===== config.mk =====
export PLATFORM = sky130hd
export DESIGN_NAME = masked_sbox_scheduler
export DESIGN_NICKNAME = d
export VERILOG_FILES = /design/src/rtl/masked_sbox_scheduler.sv
export SDC_FILE = /design/constraint.sdc
export NUM_CORES = 1
export LEC_CHECK = 0
export ABC_CLOCK_PERIOD_IN_PS = 1700
export CORE_ASPECT_RATIO = 2
export CORE_MARGIN = 8
export CORE_UTILIZATION = 39
export CTS_CLUSTER_DIAMETER = 120
export DETAILED_ROUTE_END_ITERATION = 8
export MAX_ROUTING_LAYER = met4
export PLACE_DENSITY_LB_ADDON = 0.1
export SLEW_MARGIN = 30
export SYNTH_ARGS = -nofsm -noshare
export SYNTH_HDL_FRONTEND = slang
export SYNTH_SLANG_ARGS = --single-unit

===== constraint.sdc =====
create_clock -name ClkxCI -period 1.7 [get_ports ClkxCI]
set_input_delay 0.17 -clock ClkxCI [delete_from_list [all_inputs] [get_ports ClkxCI]]
set_output_delay 0.17 -clock ClkxCI [all_outputs]
set_load 0.02 [all_outputs]

===== src/rtl/masked_sbox_scheduler.sv =====
// Round-robin scheduler sharing one pipelined masked AES S-box between the
// SubBytes datapath (port A) and the key-schedule SubWord path (port B).
// A byte is issued only together with a fresh randomness set, and a tag shift
// register follows each byte through the S-box so that its result returns
// with the correct owner and byte index.
module masked_sbox_scheduler #(
    parameter int SHARES   = 2,
    parameter int SBOX_LAT = 4
) (
    input  logic                  ClkxCI,
    input  logic                  RstxRI,
    input  logic                  AValidxSI,
    output logic                  AReadyxSO,
    input  logic [3:0]            AIdxDI,
    input  logic [8*SHARES-1:0]   ADataxDI,
    input  logic                  BValidxSI,
    output logic                  BReadyxSO,
    input  logic [1:0]            BIdxDI,
    input  logic [8*SHARES-1:0]   BDataxDI,
    input  logic                  RandValidxSI,
    output logic                  RandReadyxSO,
    output logic [8*SHARES-1:0]   SboxInxDO,
    input  logic [8*SHARES-1:0]   SboxOutxDI,
    output logic                  ResValidxSO,
    output logic                  ResOwnerxSO,
    output logic [3:0]            ResIdxDO,
    output logic [8*SHARES-1:0]   ResDataxDO,
    output logic                  BusyxSO,
    output logic [15:0]           IssueCntxDO
);

    localparam int W = 8 * SHARES;

    logic                   issue;
    logic                   grantB;
    logic                   bothValid;
    logic [3:0]             idxSel;
    logic                   rrPtr_q, rrPtr_d;
    logic [W-1:0]           sboxIn_q, sboxIn_d;
    logic [15:0]            issueCnt_q, issueCnt_d;
    logic [SBOX_LAT:0]      tagValid_q, tagValid_d;
    logic [SBOX_LAT:0]      tagOwner_q, tagOwner_d;
    logic [SBOX_LAT:0][3:0] tagIdx_q, tagIdx_d;

    // Arbitration: a lone requester always wins; under contention the
    // round-robin pointer (0 = A, 1 = B) decides. Nothing issues in reset.
    always_comb begin
        bothValid = AValidxSI & BValidxSI;
        grantB    = BValidxSI & (~AValidxSI | rrPtr_q);
        issue     = RandValidxSI & (AValidxSI | BValidxSI) & ~RstxRI;
        idxSel    = grantB ? {2'b00, BIdxDI} : AIdxDI;
    end

    assign AReadyxSO    = issue & ~grantB;
    assign BReadyxSO    = issue & grantB;
    assign RandReadyxSO = issue;

    // Next-state logic: zero the S-box input on idle cycles so stale shares
    // are never re-presented, and push a fresh tag into the pipeline every cycle.
    always_comb begin
        rrPtr_d    = rrPtr_q ^ (issue & bothValid);
        sboxIn_d   = '0;
        if (issue) begin
            sboxIn_d = grantB ? BDataxDI : ADataxDI;
        end
        issueCnt_d = issueCnt_q + {15'd0, issue};
        tagValid_d = {tagValid_q[SBOX_LAT-1:0], issue};
        tagOwner_d = {tagOwner_q[SBOX_LAT-1:0], grantB};
        tagIdx_d   = {tagIdx_q[SBOX_LAT-1:0], idxSel};
    end

    // State registers; the tag pipeline cannot stall because the S-box cannot.
    always_ff @(posedge ClkxCI) begin
        if (RstxRI) begin
            rrPtr_q    <= 1'b0;
            sboxIn_q   <= '0;
            issueCnt_q <= '0;
            tagValid_q <= '0;
            tagOwner_q <= '0;
            tagIdx_q   <= '0;
        end else begin
            rrPtr_q    <= rrPtr_d;
            sboxIn_q   <= sboxIn_d;
            issueCnt_q <= issueCnt_d;
            tagValid_q <= tagValid_d;
            tagOwner_q <= tagOwner_d;
            tagIdx_q   <= tagIdx_d;
        end
    end

    assign SboxInxDO   = sboxIn_q;
    assign ResValidxSO = tagValid_q[SBOX_LAT];
    assign ResOwnerxSO = tagOwner_q[SBOX_LAT];
    assign ResIdxDO    = tagIdx_q[SBOX_LAT];
    assign ResDataxDO  = SboxOutxDI;
    assign BusyxSO     = |tagValid_q;
    assign IssueCntxDO = issueCnt_q;

endmodule


==> results.md, run 1 <==
- The count of clock tree sinks is 63.
- The number of global-route vias before repair is 1736.
- The element type at the critical path end is a flop.
- The worst setup path is launched from an input port.
- Internal power comes to 3.13 mW.
- The cell type with the highest occurrence count on the critical path is ha_4.
- The reg-to-reg startpoint is IssueCntxDO[0].
- The power density over cell area is 1110 nW/µm².
- The overall power consumption is 3.89 mW.
- Dividing the detail-routed wire length by the instance count gives 15.6 µm.
- Buffers placed on the I/O ports in this run total 84.
- Setup violations remaining at the end of the flow were counted as 0.
- The post-route core utilization is 62.2%.
- The H-tree was split into 3 levels.
- The total of flip-flops plus latches after synthesis is 63.
- Summed over all layers, the routed wires come to 5540 µm.
- In this run the tightest slew margin relative to its limit is 69.5%.
- The per-instance average area after synthesis is 10.9 µm².
- The data required time at the worst endpoint is 1.95 ns.
- For hold timing, the worst endpoint is ResDataxDO[2].
- The power share of the clock group is 53.2%.
- The initial utilization of the core area, before any placement, comes to 39.9%.
- At the end of the flow, the number of nets in the layout was 351.
- The number of vias after detailed routing is 1718.
- The per-cell via count in the routed design is 4.83.
- The final RePlAce weighted congestion is 0.703.
- Synthesis instantiated 31 different standard cells from the library.
- Clock latency on the worst-skew pair, taken at its later pin, is 0.32 ns.
- Max-cap violations in this run came to 0.
- Per report_power, the sequential group accounts for 39.4% of the total.
- After clock tree synthesis, the flow added hold-fix buffers numbering 0.
- The length of the first detailed-routing pass in iterations is 4.
- In this run the worst path has a maximum fanout of 6.
- The number of buffers inserted to repair setup after CTS is 0.
- In the synthesized netlist, the number of instances is 207.
- Data arrives at the worst endpoint at 1.90 ns.
- The clock tree from TritonCTS is done.
- The category of cells accounting for the largest share of critical-path delay is simple AND/OR/NAND/NOR gates.
- The count of endpoints failing hold in the final timing report is 0.
- The largest buffer count on any clock path is 2.
- The share of the Yosys chip area taken by registers is 55.8%.
- In this design, the stage delay of the slowest critical-path cell is 0.42 ns.
- The synthesized netlist occupies a cell area of 2260 µm².
- The die is 124 µm tall.
- The detailed router finished its first iteration with 34 violations.
- Walking the worst path, the cells encountered are clkdlybuf4s50_1, nand2b_4, nor2_4, ha_4, ha_4, nand4_4, or3_1, a21oi_1.
- The number of antenna violations at the first check in global routing is 0.
- The slowest stage cell on the critical path is clkdlybuf4s50_1.
- The number of buffers and inverters on the critical path is 1.
- The register-to-register setup slack is 0.23 ns.
- The clock arrives with 0.00404 ns of skew.
- The startpoint of the lowest-slack hold path is SboxOutxDI[2].
- The flow ran to the end, and the final reports show no timing, DRC or antenna violations.
- The total area inside the core boundary comes to 5660 µm².
- The slew at the pin with the worst max-slew slack is 0.457 ns.
- The CTS buffer count is 9.
- Of the cells placed in the final design, the portion with a size suffix greater than 1 is 15.9%.
- The worst min-delay path category is input port to output pin.
- The Yosys step of the flow raised 0 warnings.
- Of the available clock period, the critical path in the final layout requires 97.5%.
- Entering global routing, the biggest net connects 47 pins.
- The async set-reset flop share out of synthesis is 0%.
- The synthesized net count is 268.
- Detailed placement ended at an HPWL of 4080 µm.
- The endpoint identified for the worst register-to-register timing path is IssueCntxDO[8].
- The most critical setup path has its startpoint at RstxRI.
- The share of total power dissipated in combinational logic is 7.4%.
- The number of pins with negative max-slew slack in the final report came to 0.
- Global routing used 13.4% of the available tracks across all layers.
- The post-CTS clock slew at the launch and capture registers of the worst setup and hold paths is 0.05 ns.
- The smallest clock period supported by the final layout is computed as 1.66 ns.
- The overflow left after global routing is 0.
- Counting flops with a built-in enable in the synthesized netlist gives 0.
- The highest clock rate is 0.603 GHz.
- The most used flip-flop cell after synthesis is dfxtp_1.
- In this run the static leakage power is 1.40 nW.
- During I/O placement, the number of pins put on the boundary was 117.
- The floorplan step defined a die boundary enclosing 8640 µm².
- The analysis attributes to net switching a power of 764 µW.
- The fraction of power spent switching nets is 19.6%.
- The total non-filler cell area in the finished layout is 3520 µm².
- Relative to the synthesized area, the layout overhead comes to 55.8%.
- The tightest hold margin is 0.340 ns.
- The count of antenna-violating nets left after detailed routing is 0.
- The row count is 39.
- The tree is rooted in a clkbuf_16.
- The worst supply voltage drop on vdd is 0.863 mV.
- The die boundary width is 69.8 µm.
- The critical path is of the input port to flop type.
- The first-pass GRT wire length is 8830 µm.
- The DRC violations left is 0.
- The worst hold path was traced through 0 stages.
- The worst register-to-register path has a depth of 5.
- The repair_antennas step left the layout with diodes totalling 0.
- The placed standard-cell area is 3110 µm².
==> cell usage after synthesis, drive strengths merged, types with 2 or more instances <==
cell	instances	area [µm²]
nand2	4	15.0
nor2	23	88.8
nor2b	26	163
nor3	6	40.0
xnor2	11	96.3
mux2i	2	20.0
a22o	16	140
a21oi	2	10.0
and3b	2	17.5
nand3	6	30.0
nor4	3	46.3
ha	2	25.0
inv	6	22.5
o21ai	2	13.8
nand4	4	52.6
dfxtp	63	1260
buf	20	143
clkbuf	3	11.3
xor2	2	17.5
==> through the flow <==
stage	instances	TNS, ns	setup slack (ns)
after floorplan	207	0	0.00618
final	356	0	0.0425
after global routing	356	-0.00832	-0.00832
after CTS	356	0	0.000991
after global placement	340	-4.03	-0.392
after detailed placement	340	-4.73	-0.461
==> layer usage <==
metal	wire length (µm)	global-route usage (%)	vias to the layer above
met5	0	-	-
met4	81	6.19	0
met3	358	5.42	12
met2	2860	22.2	84
met1	2240	13.5	784
li1	-	-	838
==> registers in the layout, summed over array words and instances (netlist names) <==
signal / cells
IssueCntxDO: 16
SboxInxDO: 16
tagIdx_d: 16
tagOwner_q: 5
tagValid_q: 5
ResIdxDO: 4
rrPtr_q: 1
==> layout by cell type, fill, tap and decap left out, drive strengths merged, types with 2 or more instances in the layout <==
master	netlist	routed
nand4	4	4
a21oi	2	2
nor3	6	6
a22o	16	16
nand2	4	4
nor2b	26	26
mux2i	2	2
bufinv	0	3
and3b	2	2
xnor2	11	11
buf	20	11
ha	2	2
clkdlybuf4s50	0	80
dfxtp	63	63
dlygate4sd2	0	2
clkbuf	3	9
nor2	23	23
nor4	3	3
inv	6	7
clkinv	0	2
o21ai	2	2
xor2	2	2
nand3	6	6
==> layout make-up <==
| class | instances | area, µm² |
|---|---|---|
| tap | 61 | 76.3 |
| clock buffer | 9 | 225 |
| multi-input combinational | 115 | 892 |
| inverter | 6 | 22.5 |
| clock inverter | 7 | 120 |
| timing repair buffer | 95 | 923 |
| sequential | 63 | 1260 |
| fill | 470 | 2140 |
==> logic make-up after synthesis <==
kind of cell             Yosys count  share of synthesized area (%)
XOR/XNOR                          13                           5.04
AND/OR/NAND/NOR                   76                           20.9
buffers and inverters             29                           7.80
AO/OA/AOI/OAI                     22                           8.47
flip-flops                        63                           55.8
multiplexers                       2                          0.885
adder cells (fa/ha/maj)            2                           1.11
==> how the worst max path moves through the flow <==
stage	endpoint	cells after the start
after floorplan	IssueCntxDO[14]	8
after global placement	IssueCntxDO[12]	9
after detailed placement	IssueCntxDO[12]	9
after CTS	IssueCntxDO[8]	8
after global routing	IssueCntxDO[15]	9
final	IssueCntxDO[8]	8
==> repair_timing <==
action,CTS,global route
pin swaps,1,2
setup endpoints to repair,10,7
hold endpoints to repair,0,0
resized for setup,11,4
==> power by group through the flow <==
stage / combinational, mW / clock, mW / sequential, mW
after floorplan: 0.138 / 0 / 1.59
after global placement: 0.286 / 0 / 1.56
after detailed placement: 0.288 / 0 / 1.56
after CTS: 0.288 / 2.12 / 1.53
after global routing: 0.308 / 2.19 / 1.54
final: 0.289 / 2.07 / 1.53
Note: power is estimated with default switching activity, not from simulation.
==> run 2: changes to the inputs <==
- CORE_MARGIN: 8 -> 4
==> results.md, run 2 (synthesis results as in run 1) <==
- The buffer cell driving the clock tree root was clkbuf_16 (unchanged).
- The length of the first detailed-routing pass in iterations is 4 (unchanged).
- The final wirelength came to 5210 µm (was 5540 µm).
- The count of antenna-violating nets left after detailed routing is 0 (unchanged).
- The violation count after the first detailed-route iteration is 43 (was 34).
- The number of vias after detailed routing came to 1690 (was 1718).
- The number of antenna violations at the first check in global routing is 0 (unchanged).
- The highest cell delay on the worst timing path is 0.66 ns (was 0.42 ns).
- The data required time at the worst endpoint came to 1.53 ns (was 1.95 ns).
- The filler cell count in the final layout is 485 (was 470).
- The placed wire-length estimate is 3740 µm (was 4080 µm).
- The number of cells on the worst hold path is 0 (unchanged).
- The worst supply voltage drop on vdd was 1.02 mV (was 0.863 mV).
- Outcome: finished, final reports clean (unchanged).
- The startpoint class of the critical path is a flop (was input port).
- The count of endpoints failing hold in the final timing report is 0 (unchanged).
- The die boundary width came to 61.8 µm (was 69.8 µm).
- Cells along the critical path: clkdlybuf4s50_1 (was clkdlybuf4s50_1, nand2b_4, nor2_4, ha_4, ha_4, nand4_4, or3_1, a21oi_1).
- The quantity of hold-fixing buffers added after cts came to 0 (unchanged).
- The per-cell via count in the routed design was 4.76 (was 4.83).
- The clock tree from TritonCTS is done (unchanged).
- The minimum clock period is 1.64 ns (was 1.66 ns).
- The number of buffers and inverters on the critical path is 1 (unchanged).
- The setup TNS is 0 ns (unchanged).
- The number of global-route vias before repair is 1685 (was 1736).
- The static power due to leakage is 1.43 nW (was 1.40 nW).
- The CTS buffer count is 9 (unchanged).
- The final RePlAce weighted congestion is 0.725 (was 0.703).
- The largest buffer count on any clock path is 2 (unchanged).
- The register area was 1260 µm² (about the same).
- The leading cell type in the layout, fill and taps excluded is clkdlybuf4s50_1 (unchanged).
- The deepest level of the CTS H-tree is 3 (unchanged).
- The overflow left after global routing was 0 (unchanged).
- The pin count of the biggest net entering global routing is 47 (unchanged).
- The slew at the pin with the worst max-slew slack was 0.451 ns (was 0.457 ns).
- The element type at the critical path end is an output pin (was flop).
- The register-to-register setup slack is 0.24 ns (was 0.23 ns).
- The post-route clock skew is 0.00403 ns (was 0.00404 ns).
- The worst min-delay path category is input port to output pin (unchanged).
- The number of I/O port buffers came to 84 (unchanged).
- The antenna diode count is 0 (unchanged).
- The share of final-layout standard cells stronger than drive strength 1 is 15.0% (was 15.9%).
- The first-pass GRT wire length is 7930 µm (was 8830 µm).
- The total instance count after detailed placement is 338 (was 340).
- The slowest stage cell on the critical path is clkdlybuf4s50_1 (unchanged).
- The row count is 39 (unchanged).
- The number of max-capacitance violations reported was 0 (unchanged).
- The post-layout net count is 350 (was 351).
- The overall power consumption came to 3.72 mW (was 3.89 mW).
- The starting utilization of the core area is 39.9% (unchanged).
- The count of clock tree sinks was 63 (unchanged).
- The classification of the worst setup path is flop to output pin (was input port to flop).
- The power density over cell area is 1070 nW/µm² (was 1110 nW/µm²).
- The number of standard cells in the layout, taps in and fillers out came to 355 (was 356).
- The global-route usage over all layers was 16.1% (was 13.4%).
- The highest clock rate was 0.610 GHz (was 0.603 GHz).
- The post-CTS clock slew at the launch and capture registers of the worst setup and hold paths was 0.05 ns (about the same).
- The path depth of the worst reg2reg path is 5 (unchanged).
- The category of cells accounting for the largest share of critical-path delay is buffers and inverters (was simple AND/OR/NAND/NOR gates).
- The layout-stage area growth over the synthesis result is 53.7% (was 55.8%).
- The clock latency on the worst-skew pair was 0.32 ns (about the same).
- The startpoint of the lowest-slack hold path is SboxOutxDI[0] (was SboxOutxDI[2]).
- The reg-to-reg startpoint is IssueCntxDO[0] (unchanged).
- Most frequent cells in the layout: clkdlybuf4s50_1 (78), dfxtp_1 (63), nor2b_1 (26) (was clkdlybuf4s50_1 (80), dfxtp_1 (62), nor2b_1 (26)).
- The number of pins with negative max-slew slack in the final report is 0 (unchanged).
- The DRC violations left is 0 (unchanged).
- The per-cell routed wire length came to 14.7 µm (was 15.6 µm).
- The terminating pin of the worst hold path is ResDataxDO[0] (was ResDataxDO[2]).
- The endpoint of the worst-slack reg-to-reg timing path was IssueCntxDO[8] (unchanged).
- The area taken by multi-input logic gates came to 882 µm² (was 892 µm²).
- The post-route fraction of the period consumed by the critical path came to 96.4% (was 97.5%).
- Setup repair after global routing could not meet its margin everywhere.
- The worst path arrival time is 1.47 ns (was 1.90 ns).
- The die extent in y came to 116 µm (was 124 µm).
- The worst slew margin relative to its limit is 69.9% (was 69.5%).
- The highest net fanout along the worst path came to 5 (was 6).
- The boundary pin count is 117 (unchanged).
- The die area is 7150 µm² (was 8640 µm²).
- The total core area was 5660 µm² (unchanged).
- The total of endpoints with negative setup slack in the final report is 0 (unchanged).
## run 2: cell type report
cell class | count | area share (%)
Sequential cell | 63 | 36.3
Clock inverter | 6 | 2.45
Timing Repair Buffer | 94 | 26.5
Clock buffer | 10 | 6.59
Multi-Input combinational cell | 115 | 25.4
Tap cell | 61 | 2.20
Inverter | 6 | 0.648
## run 2: report_power, final
part | internal [mW] | total [mW] | switching, mW
registers | 1.52 | 1.53 | 0.0140
clock network | 1.28 | 1.91 | 0.632
logic | 0.173 | 0.282 | 0.110
## run 2: how the worst max path moves through the flow
| stage | from | endpoint | slack [ns] | depth (start not counted) |
|---|---|---|---|---|
| after global routing | RstxRI | IssueCntxDO[13] | -0.005 | 8 |
| after detailed placement | RandValidxSI | IssueCntxDO[14] | -0.45 | 9 |
| final | IssueCntxDO[3] | IssueCntxDO[3] | 0.06 | 1 |
| after floorplan | RstxRI | IssueCntxDO[14] | 0.006 | 8 |
| after global placement | RandValidxSI | IssueCntxDO[14] | -0.39 | 9 |
| after CTS | IssueCntxDO[2] | IssueCntxDO[2] | 0.01 | 1 |
## run 2: timing repair
| item | CTS | global route |
|---|---|---|
| endpoints found under the setup margin | 6 | 12 |
| resized for setup | 8 | 9 |
| pin swaps | 1 | 2 |
| buffers inserted | 1 | 0 |
## run 2: metal layers
metal	vias up	global-route usage (%)	wire, µm
met1	757	15.1	1810
met3	15	6.24	485
met4	0	9.21	163
met5	-	-	0
li1	838	-	-
met2	80	26.7	2740
## run 2: stage by stage
step	utilization [%]	hold slack [ns]	setup WS (ns)	cell area, µm²
2_1_floorplan	-	0.296	0.00618	2270
3_3_place_gp	54.8	0.340	-0.395	3100
3_5_place_dp	54.8	0.340	-0.449	3100
4_1_cts	60.9	0.340	0.0120	3450
5_1_grt	61.4	0.340	-0.00501	3480
6_report	61.4	0.340	0.0605	3480
==> run 3: changes to the inputs <==
- RECOVER_POWER: not set -> 50
==> results.md, run 3 (synthesis results as in run 1) <==
- The static power due to leakage was 1.42 nW (was 1.43 nW).
- The clock tree from TritonCTS was done (unchanged).
- The total core area is 5660 µm² (unchanged).
- The power share of the clock group is 51.3% (was 51.2%).
- The layout-stage area growth over the synthesis result was 53.6% (was 53.7%).
- The placed wire-length estimate is 3740 µm (unchanged).
- The worst path arrival time is 1.46 ns (was 1.47 ns).
- The element type at the critical path end is an output pin (unchanged).
- The post-CTS clock slew at the launch and capture registers of the worst setup and hold paths is 0.05 ns (about the same).
- The number of global-route vias before repair came to 1685 (unchanged).
- The least setup slack across all paths after layout is 0.0658 ns (was 0.0605 ns).
- The fraction of power consumed by sequential logic is 41.2% (about the same).
- The highest net fanout along the worst path is 5 (unchanged).
- The final wirelength was 5220 µm (was 5210 µm).
- The number of standard cells in the layout, taps in and fillers out is 355 (unchanged).
- The CTS buffer count was 9 (unchanged).
- The leading cell type in the layout, fill and taps excluded was clkdlybuf4s50_1 (unchanged).
- The worst slew margin relative to its limit came to 69.9% (about the same).
- The die area came to 7150 µm² (unchanged).
- The count of antenna-violating nets left after detailed routing is 0 (unchanged).
- The pin count of the biggest net entering global routing is 47 (unchanged).
- The number of pins with negative max-slew slack in the final report came to 0 (unchanged).
- The highest clock rate came to 0.612 GHz (was 0.610 GHz).
- The total instance count after detailed placement was 338 (unchanged).
- The die extent in y is 116 µm (unchanged).
- Most frequent cells in the layout: clkdlybuf4s50_1 (78), dfxtp_1 (63), nor2b_1 (26) (unchanged).
- The number of antenna violations at the first check in global routing is 0 (unchanged).
- The count of endpoints failing hold in the final timing report is 0 (unchanged).
- The count of clock tree sinks is 63 (unchanged).
- The post-layout net count is 350 (unchanged).
- The overflow left after global routing was 0 (unchanged).
- The share of power burned in combinational logic is 7.5% (was 7.6%).
- Cells along the critical path: clkdlybuf4s50_1 (unchanged).
- The category of cells accounting for the largest share of critical-path delay is buffers and inverters (unchanged).
- The number of I/O port buffers is 84 (unchanged).
- The global-route usage over all layers is 16.1% (unchanged).
- The violation count after the first detailed-route iteration is 44 (was 43).
- The total of endpoints with negative setup slack in the final report is 0 (unchanged).
- The deepest level of the CTS H-tree was 3 (unchanged).
- The clock latency on the worst-skew pair is 0.32 ns (about the same).
- The minimum clock period is 1.63 ns (was 1.64 ns).
- The starting utilization of the core area is 39.9% (unchanged).
- The per-cell via count in the routed design is 4.77 (was 4.76).
- The antenna diode count is 0 (unchanged).
- The slowest stage cell on the critical path is clkdlybuf4s50_1 (unchanged).
- The power density over cell area is 1070 nW/µm² (about the same).
- The tightest hold margin is 0.340 ns (unchanged).
- The placed standard-cell area was 3100 µm² (unchanged).
- The number of max-capacitance violations reported was 0 (unchanged).
- The largest buffer count on any clock path is 2 (unchanged).
- The length of the first detailed-routing pass in iterations came to 4 (unchanged).
- The first-pass GRT wire length is 7930 µm (unchanged).
- The fraction of power spent switching nets was 20.3% (about the same).
- The slew at the pin with the worst max-slew slack came to 0.452 ns (was 0.451 ns).
- The net switching component of the power was 755 µW (about the same).
- The worst setup slack after placement was -0.449 ns (unchanged).
- The share of final-layout standard cells stronger than drive strength 1 is 14.3% (was 15.0%).
- Outcome: finished, final reports clean (unchanged).
- The total non-filler cell area in the finished layout came to 3470 µm² (was 3480 µm²).
- The overall power consumption came to 3.72 mW (about the same).
- The row count came to 39 (unchanged).
- The worst supply voltage drop on vdd came to 1.02 mV (about the same).
- The classification of the worst setup path is flop to output pin (unchanged).
- The per-cell routed wire length was 14.7 µm (about the same).
- The startpoint class of the critical path is a flop (unchanged).
- The cell-internal power came to 2.97 mW (about the same).
- Unrepaired setup endpoints after global routing: true (unchanged).
- The worst min-delay path category is input port to output pin (unchanged).
- The post-route fraction of the period consumed by the critical path is 96.1% (was 96.4%).
- The data required time at the worst endpoint is 1.53 ns (about the same).
- The die boundary width is 61.8 µm (unchanged).
- The filler cell count in the final layout is 485 (unchanged).
- The post-route clock skew came to 0.00422 ns (was 0.00403 ns).
- The number of buffers and inverters on the critical path is 1 (unchanged).
- The buffer cell driving the clock tree root is clkbuf_16 (unchanged).
- The number of vias after detailed routing was 1695 (was 1690).
- The highest cell delay on the worst timing path is 0.66 ns (about the same).
- The boundary pin count is 117 (unchanged).
- The final RePlAce weighted congestion is 0.725 (unchanged).
- The DRC violations left is 0 (unchanged).
run 3: timing repair:
| action | 4_1_cts | 5_1_grt |
|---|---|---|
| buffers inserted | 1 | 0 |
| setup endpoints to repair | 6 | 12 |
| hold buffers | 0 | 0 |
| gates cloned | 0 | 0 |
| resized for setup | 8 | 9 |
| pin swaps | 1 | 2 |
run 3: area by class of cell:
cell class / count / area (µm²) / share of cell area [%]
Clock buffer: 10 / 229 / 6.59
Clock inverter: 6 / 85.1 / 2.45
Inverter: 6 / 22.5 / 0.649
Multi-Input combinational cell: 115 / 882 / 25.4
Sequential cell: 63 / 1260 / 36.3
Tap cell: 61 / 76.3 / 2.20
Timing Repair Buffer: 94 / 916 / 26.4
run 3: power groups by stage:
| stage | clock network, mW | registers, mW | logic, mW |
|---|---|---|---|
| finish | 1.91 | 1.53 | 0.281 |
| global route | 2.02 | 1.54 | 0.304 |
| CTS | 1.96 | 1.53 | 0.286 |
| detailed placement | 0 | 1.56 | 0.286 |
| global placement | 0 | 1.56 | 0.285 |
| floorplan | 0 | 1.59 | 0.138 |
run 3: worst paths after layout:
| path | depth (start not counted) | from | end | slack [ns] |
|---|---|---|---|---|
| setup / recovery | 1 | IssueCntxDO[3] | IssueCntxDO[3] | 0.07 |
| hold / removal | 0 | SboxOutxDI[0] | ResDataxDO[0] | 0.34 |
| setup reg to reg | 5 | IssueCntxDO[0] | IssueCntxDO[13] | 0.24 |
| hold reg to reg | 1 | tagIdx_d[14] | tagIdx_d[18] | 0.43 |
run 3: per-stage QoR:
stage | utilization (%) | setup TNS, ns
finish | 61.3 | 0
global placement | 54.8 | -3.65
CTS | 60.9 | 0
detailed placement | 54.8 | -4.22
global route | 61.3 | -0.00501
floorplan | - | 0
run 3: routing by layer:
| metal | vias to the layer above | track usage [%] | part of all wire (%) |
|---|---|---|---|
| met4 | 0 | 9.21 | 3.1 |
| li1 | 839 | - | - |
| met2 | 82 | 26.7 | 53 |
| met3 | 15 | 6.24 | 9.4 |
| met5 | - | - | 0 |
| met1 | 759 | 15.1 | 35 |
